<file path="src/rtl/bidir_turnaround_ctrl_pkg.sv">
// rtl/bidir_turnaround_ctrl_pkg.sv - shared types and constants for the bidir turnaround controller
// FSM state encoding and line-side identifiers.
package bidir_turnaround_ctrl_pkg;

    typedef enum logic [1:0] {
        IDLE,
        DRV_A,
        DRV_B,
        TURN
    } state_t;

    localparam logic SIDE_A = 1'b0;
    localparam logic SIDE_B = 1'b1;

endpackage

</file>
<file path="src/rtl/bidir_turnaround_ctrl_if.sv">
// rtl/bidir_turnaround_ctrl_if.sv - request/grant bundle between the two line drivers and the controller
// master: the requesting sides; slave: the direction controller.
interface bidir_turnaround_ctrl_if;

    logic req_a;
    logic req_b;
    logic last_a;
    logic last_b;
    logic gnt_a;
    logic gnt_b;
    logic oe_a;
    logic oe_b;
    logic dir;
    logic busy;

    modport master (
        output req_a, req_b, last_a, last_b,
        input  gnt_a, gnt_b, oe_a, oe_b, dir, busy
    );

    modport slave (
        input  req_a, req_b, last_a, last_b,
        output gnt_a, gnt_b, oe_a, oe_b, dir, busy
    );

endinterface

</file>
<file path="src/rtl/bidir_turnaround_ctrl_down_counter.sv">
// rtl/bidir_turnaround_ctrl_down_counter.sv - loadable down-counter with zero flag (ta_down_counter)
// Decrement stops at zero so the flag stays asserted until the next load.
module ta_down_counter #(
    parameter int W = 2
) (
    input  logic         clk,
    input  logic         rst,
    input  logic         i_load,
    input  logic [W-1:0] i_load_val,
    input  logic         i_dec,
    output logic         o_zero
);

    logic [W-1:0] r_count;

    always_ff @(posedge clk) begin
        if (rst) begin
            r_count <= '0;
        end else if (i_load) begin
            r_count <= i_load_val;
        end else if (i_dec && (r_count != '0)) begin
            r_count <= r_count - W'(1);
        end
    end

    assign o_zero = (r_count == '0);

endmodule

</file>
<file path="src/rtl/bidir_turnaround_ctrl.sv">
// rtl/bidir_turnaround_ctrl.sv - one-owner direction controller for a shared bidirectional line
// Optional turnaround statistics counter: BIDIR_TURNAROUND_STATS_EN.
module bidir_turnaround_ctrl
    import bidir_turnaround_ctrl_pkg::*;
#(
    parameter int TURN_CYCLES = 2,
    parameter int MAX_BURST   = 16
`ifdef BIDIR_TURNAROUND_STATS_EN
    , parameter int CNT_W     = 16
`endif
) (
    input  logic                      clk,
    input  logic                      rst,
    bidir_turnaround_ctrl_if.slave    bus
`ifdef BIDIR_TURNAROUND_STATS_EN
    , output logic [CNT_W-1:0]        turn_cnt
`endif
);

    localparam int TW = $clog2(TURN_CYCLES + 1);
    localparam int BW = $clog2(MAX_BURST + 1);

    state_t r_state;
    state_t w_state_next;
    logic   r_dir;
    logic   w_dir_next;
    logic   r_last_owner;
    logic   w_owner_next;
    logic   w_winner;
    logic   w_beat;
    logic   w_turn_zero;
    logic   w_beat_zero;
    logic   w_end_a;
    logic   w_end_b;

    // Tie goes to the side that did not own the previous burst.
    assign w_winner = (bus.req_a && bus.req_b) ? ~r_last_owner : bus.req_b;
    assign w_beat   = ((r_state == DRV_A) && bus.req_a) || ((r_state == DRV_B) && bus.req_b);
    assign w_end_a  = !bus.req_a || bus.last_a || (w_beat_zero && bus.req_b);
    assign w_end_b  = !bus.req_b || bus.last_b || (w_beat_zero && bus.req_a);

    // Gap counter holds TURN_CYCLES-1 outside TURN; zero marks the final released cycle.
    ta_down_counter #(.W(TW)) u_turn_cnt (
        .clk        (clk),
        .rst        (rst),
        .i_load     (r_state != TURN),
        .i_load_val (TW'(TURN_CYCLES - 1)),
        .i_dec      (r_state == TURN),
        .o_zero     (w_turn_zero)
    );

    // Zero during a beat means this beat is number MAX_BURST or later.
    ta_down_counter #(.W(BW)) u_beat_cnt (
        .clk        (clk),
        .rst        (rst),
        .i_load     ((r_state == IDLE) || (r_state == TURN)),
        .i_load_val (BW'(MAX_BURST - 1)),
        .i_dec      (w_beat),
        .o_zero     (w_beat_zero)
    );

    always_comb begin
        w_state_next = r_state;
        w_dir_next   = r_dir;
        w_owner_next = r_last_owner;
        case (r_state)
            IDLE: begin
                if (bus.req_a || bus.req_b) begin
                    if (w_winner == r_dir) begin
                        w_state_next = w_winner ? DRV_B : DRV_A;
                    end else begin
                        w_state_next = TURN;
                        w_dir_next   = w_winner;
                    end
                end
            end
            DRV_A: begin
                if (w_end_a) begin
                    w_owner_next = SIDE_A;
                    if (bus.req_b) begin
                        w_state_next = TURN;
                        w_dir_next   = SIDE_B;
                    end else begin
                        w_state_next = IDLE;
                    end
                end
            end
            DRV_B: begin
                if (w_end_b) begin
                    w_owner_next = SIDE_B;
                    if (bus.req_a) begin
                        w_state_next = TURN;
                        w_dir_next   = SIDE_A;
                    end else begin
                        w_state_next = IDLE;
                    end
                end
            end
            TURN: begin
                if (w_turn_zero) begin
                    w_state_next = r_dir ? DRV_B : DRV_A;
                end
            end
            default: w_state_next = IDLE;
        endcase
    end

    always_ff @(posedge clk) begin
        if (rst) begin
            r_state      <= IDLE;
            r_dir        <= SIDE_A;
            r_last_owner <= SIDE_B;
        end else begin
            r_state      <= w_state_next;
            r_dir        <= w_dir_next;
            r_last_owner <= w_owner_next;
        end
    end

    assign bus.gnt_a = (r_state == DRV_A);
    assign bus.gnt_b = (r_state == DRV_B);
    assign bus.oe_a  = (r_state == DRV_A);
    assign bus.oe_b  = (r_state == DRV_B);
    assign bus.dir   = r_dir;
    assign bus.busy  = (r_state != IDLE);

`ifdef BIDIR_TURNAROUND_STATS_EN
    logic [CNT_W-1:0] r_turn_cnt;

    always_ff @(posedge clk) begin
        if (rst) begin
            r_turn_cnt <= '0;
        end else if ((r_state == TURN) && w_turn_zero) begin
            r_turn_cnt <= r_turn_cnt + CNT_W'(1);
        end
    end

    assign turn_cnt = r_turn_cnt;
`endif

endmodule

</file>
<file path="src/flat_wrapper.sv">
// flat-port wrapper written by rule: the top's interface ports become plain ports
module bidir_turnaround_ctrl_flat import bidir_turnaround_ctrl_pkg::*;
#(
    parameter int TURN_CYCLES = 2,
    parameter int MAX_BURST   = 16

)
  (clk, rst, bus_req_a, bus_req_b, bus_last_a, bus_last_b, bus_gnt_a, bus_gnt_b, bus_oe_a, bus_oe_b, bus_dir, bus_busy);
  bidir_turnaround_ctrl_if bus_i ();
  input  logic clk;
  input  logic rst;
  input wire logic [$bits(bus_i.req_a)-1:0] bus_req_a;
  input wire logic [$bits(bus_i.req_b)-1:0] bus_req_b;
  input wire logic [$bits(bus_i.last_a)-1:0] bus_last_a;
  input wire logic [$bits(bus_i.last_b)-1:0] bus_last_b;
  output wire logic [$bits(bus_i.gnt_a)-1:0] bus_gnt_a;
  output wire logic [$bits(bus_i.gnt_b)-1:0] bus_gnt_b;
  output wire logic [$bits(bus_i.oe_a)-1:0] bus_oe_a;
  output wire logic [$bits(bus_i.oe_b)-1:0] bus_oe_b;
  output wire logic [$bits(bus_i.dir)-1:0] bus_dir;
  output wire logic [$bits(bus_i.busy)-1:0] bus_busy;
  assign bus_i.req_a = bus_req_a;
  assign bus_i.req_b = bus_req_b;
  assign bus_i.last_a = bus_last_a;
  assign bus_i.last_b = bus_last_b;
  assign bus_gnt_a = bus_i.gnt_a;
  assign bus_gnt_b = bus_i.gnt_b;
  assign bus_oe_a = bus_i.oe_a;
  assign bus_oe_b = bus_i.oe_b;
  assign bus_dir = bus_i.dir;
  assign bus_busy = bus_i.busy;
  bidir_turnaround_ctrl #(.TURN_CYCLES(TURN_CYCLES), .MAX_BURST(MAX_BURST)) u_core (.clk(clk), .rst(rst), .bus(bus_i));
endmodule
</file>
<file path="config.mk">
export PLATFORM = sky130hd
export DESIGN_NAME = bidir_turnaround_ctrl_flat
export DESIGN_NICKNAME = d
export VERILOG_FILES = /design/src/rtl/bidir_turnaround_ctrl_pkg.sv /design/src/rtl/bidir_turnaround_ctrl_if.sv /design/src/rtl/bidir_turnaround_ctrl_down_counter.sv /design/src/rtl/bidir_turnaround_ctrl.sv /design/src/flat_wrapper.sv
export SDC_FILE = /design/constraint.sdc
export NUM_CORES = 1
export LEC_CHECK = 0
export ABC_CLOCK_PERIOD_IN_PS = 1510
export CAP_MARGIN = 20
export CORE_MARGIN = 8
export CORE_UTILIZATION = 38
export DETAILED_ROUTE_END_ITERATION = 10
export PLACE_DENSITY_LB_ADDON = 0.08
export SYNTH_ARGS = -nofsm -noshare
export SYNTH_HDL_FRONTEND = slang
export SYNTH_SLANG_ARGS = --single-unit
</file>
<file path="constraint.sdc">
create_clock -name clk -period 1.51 [get_ports clk]
set_input_delay 0.151 -clock clk [delete_from_list [all_inputs] [get_ports clk]]
set_output_delay 0.151 -clock clk [all_outputs]
set_load 0.005 [all_outputs]
</file>
==> results.ini <==
[grt]
antenna_found_initial = 0
busiest_layer = met2
grt_pass1_vias = 861
grt_pass1_wl_um = 3770
track_usage_pct = 13.6
grt_util_met1_pct = 13.8
grtUsageMet3_pct = 4.18
grt_max_degree = 9
met2_usage_pct = 23.0
grt.overflow.total = 0

[critical_path]
timing.rr.end = u_core.r_last_owner
startpoint = u_core.u_beat_cnt.r_count[0]
start_kind = flop
r2r-start = u_core.u_beat_cnt.r_count[0]
crit_type = reg -> reg
worstPathRequired_ns = 1.68
arrival_ns = 1.85
path_max_fanout = 6
rrSetupSlack_ns = -0.17
critPathCaptureType = flop
rr_worst_depth = 6

[logic_synthesis]
synth.area.top_cells = dfxtp_1 (28%), ha_1 (17%), inv_1 (5.7%)
avgSynthCellArea_um2 = 8.77
yosys.area.top_type = dfxtp_1
yosys_most_used_dff = dfxtp_1
synth.distinct_cells = 34
async_flop_share_pct = 0
netlist_instances = 90
yosysWarningCount = 0
yosys-top-cells-count = inv_1 (12), dfxtp_1 (11), ha_1 (11), a21oi_1 (6), nand2_1 (4)
synth_edf_count = 0
yosysSeqAreaShare_pct = 27.9
syn-num-nets = 107
syn_area_um2 = 790
ys_ff_latch = 11
synth_top_area_share_pct = 27.9
synth.most_common_cell = inv_1

[cells_and_area]
nFillCells = 183
num_antenna_cells = 0
finalNonFillerCells = 156
drive_gt1_share_pct = 46.5
multi_input_area_um2 = 641
register_area_um2 = 230
syn_to_final_growth_pct = 64.3
fin_nets = 147
final_cell_area_um2 = 1300
utilization_pct = 66.1

[sta]
period_share_pct = 111
skew_ns = 0.00602
fin_crit_ns = 1.68
fmax_ghz = 0.596
setup_ws_ns = -0.167
rsz0062_at_grt = true
hold_violations = 0
drv_slew = 0
setup_tns_ns = -0.862
setup_viol = 9
tightest_slew_ns = 0.469
relSlewSlack_pct = 68.6

[detailed_routing]
drt-wirelength-per-cell_um = 15.1
vias = 804
initialDrtViolationCount = 22
via_per_inst = 5.15
dr.pass1.iters = 4
remaining_drc_errors = 0
wl_um = 2350
postRouteAntennaNets = 0

[placement]
dp_cells = 149
place_ws_ns = -0.405
dp_hpwl_um = 1590
portBuffers = 11
place_area_um2 = 1100
finalWeightedCongestion = 0.871

[clocking]
hold_buffers = 0
cts_sinks = 11
cts_root_buf = clkbuf_4
clkTransAtPathRegs_ns = 0.07
clockBufferDepth = 2
h-tree-depth = 1
tritoncts.num_buffers = 3
cts_tree = done
clk_latency_ns = 0.28

[floorplanning]
die_x_um = 61.6
core_area_um2 = 1960
initial_core_util_pct = 40.2
die-height_um = 61.6
ioPinCount = 12
num_rows = 16
fp.dieArea_um2 = 3790

[worst_hold_path]
hold_path_depth = 1
worstHoldStart = u_core.r_last_owner
hp-class = reg -> reg
holdPathEnd = u_core.r_last_owner

[power]
ir_worst_vdd_mv = 1.54
cellPowerDensity_nw_per_um2 = 1840
p_leak_uw = 0.000575

[job]
drv_cap = 0

[status]
violations = negative setup slack
outcome = finished, violations left

-- power breakdown --
group	total [µW]	leakage, µW	internal, µW	switching (µW)
Sequential	499	0.0000927	404	94.9
Clock	215	0.0000177	98.4	117
Combinational	1670	0.000464	925	747
Total	2390	0.000575	1430	958
-- worst max-delay path: stages, from the launching register on --
cell and delay, ns:
dfxtp_2 0.33, inv_2 0.07, ha_4 0.12, or4b_4 0.49, a21bo_4 0.25, nand3_2 0.07, a211o_1 0.24
-- cells by family after synthesis --
kind of cell	count (synthesis)	synth area share, %
flops	11	27.9
fa+ha+maj	11	17.4
buf+inv	15	8.08
simple gates	27	20.8
compound gates	20	19.0
mux	1	1.27
xor+xnor	5	5.55
-- flip-flops by register name, indices dropped and copies added, names as in the netlist --
| signal | cells |
|---|---|
| u_core.u_beat_cnt.r_count | 5 |
| u_core.u_turn_cnt.r_count | 2 |
| u_core.bus.dir | 1 |
| u_core.r_last_owner | 1 |
| u_core.r_state | 2 |
-- area by class of cell --
type	instances	share of cell area, %
Tap cell	27	2.60
Clock inverter	1	0.386
Inverter	12	4.05
Clock buffer	3	1.74
Sequential cell	11	17.7
Multi-Input combinational cell	64	49.4
Timing Repair Buffer	38	24.1
-- timing repair --
action                                  CTS  global route
buffers inserted                          2             1
endpoints found under the setup margin   14            11
gates resized for setup                  30            11
pin swaps                                13             4
-- layer usage --
layer	wire length, µm	vias up
met3	106	8
met2	1170	24
met1	994	376
li1	-	396
met5	0	-
met4	80	0
-- through the flow --
| stage | power (µW) | hold slack (ns) |
|---|---|---|
| 6_report | 2390 | 0.516 |
| 5_1_grt | 2570 | 0.540 |
| 2_1_floorplan | 1160 | 0.415 |
| 3_3_place_gp | 1760 | 0.493 |
| 3_5_place_dp | 1770 | 0.491 |
| 4_1_cts | 2200 | 0.506 |
-- cell usage in the layout, fill, tap and decap left out, types with 2 or more instances in the layout --
| cell type | count |
|---|---|
| dlygate4sd2_1 | 6 |
| nand3b_1 | 2 |
| and3_1 | 2 |
| inv_1 | 8 |
| buf_4 | 25 |
| nor3_1 | 2 |
| dfxtp_1 | 7 |
| ha_1 | 6 |
| ha_4 | 4 |
| nand4_1 | 3 |
| nand2_1 | 4 |
| inv_2 | 2 |
| nand3_2 | 3 |
| nor2_1 | 2 |
| dfxtp_2 | 2 |
| clkdlybuf4s50_1 | 5 |
| a21oi_1 | 6 |
| dfxtp_4 | 2 |
| clkbuf_4 | 3 |
| xor2_1 | 3 |
| nor2b_1 | 2 |
| buf_6 | 2 |
-- how the worst max path moves through the flow --
stage / end / cells after the start
2_1_floorplan: u_core.r_last_owner / 6
3_3_place_gp: u_core.bus.dir / 9
3_5_place_dp: u_core.bus.dir / 9
4_1_cts: u_core.r_last_owner / 6
5_1_grt: u_core.r_state[0] / 6
6_report: u_core.r_last_owner / 6
Note: power is estimated with default switching activity, not from simulation.
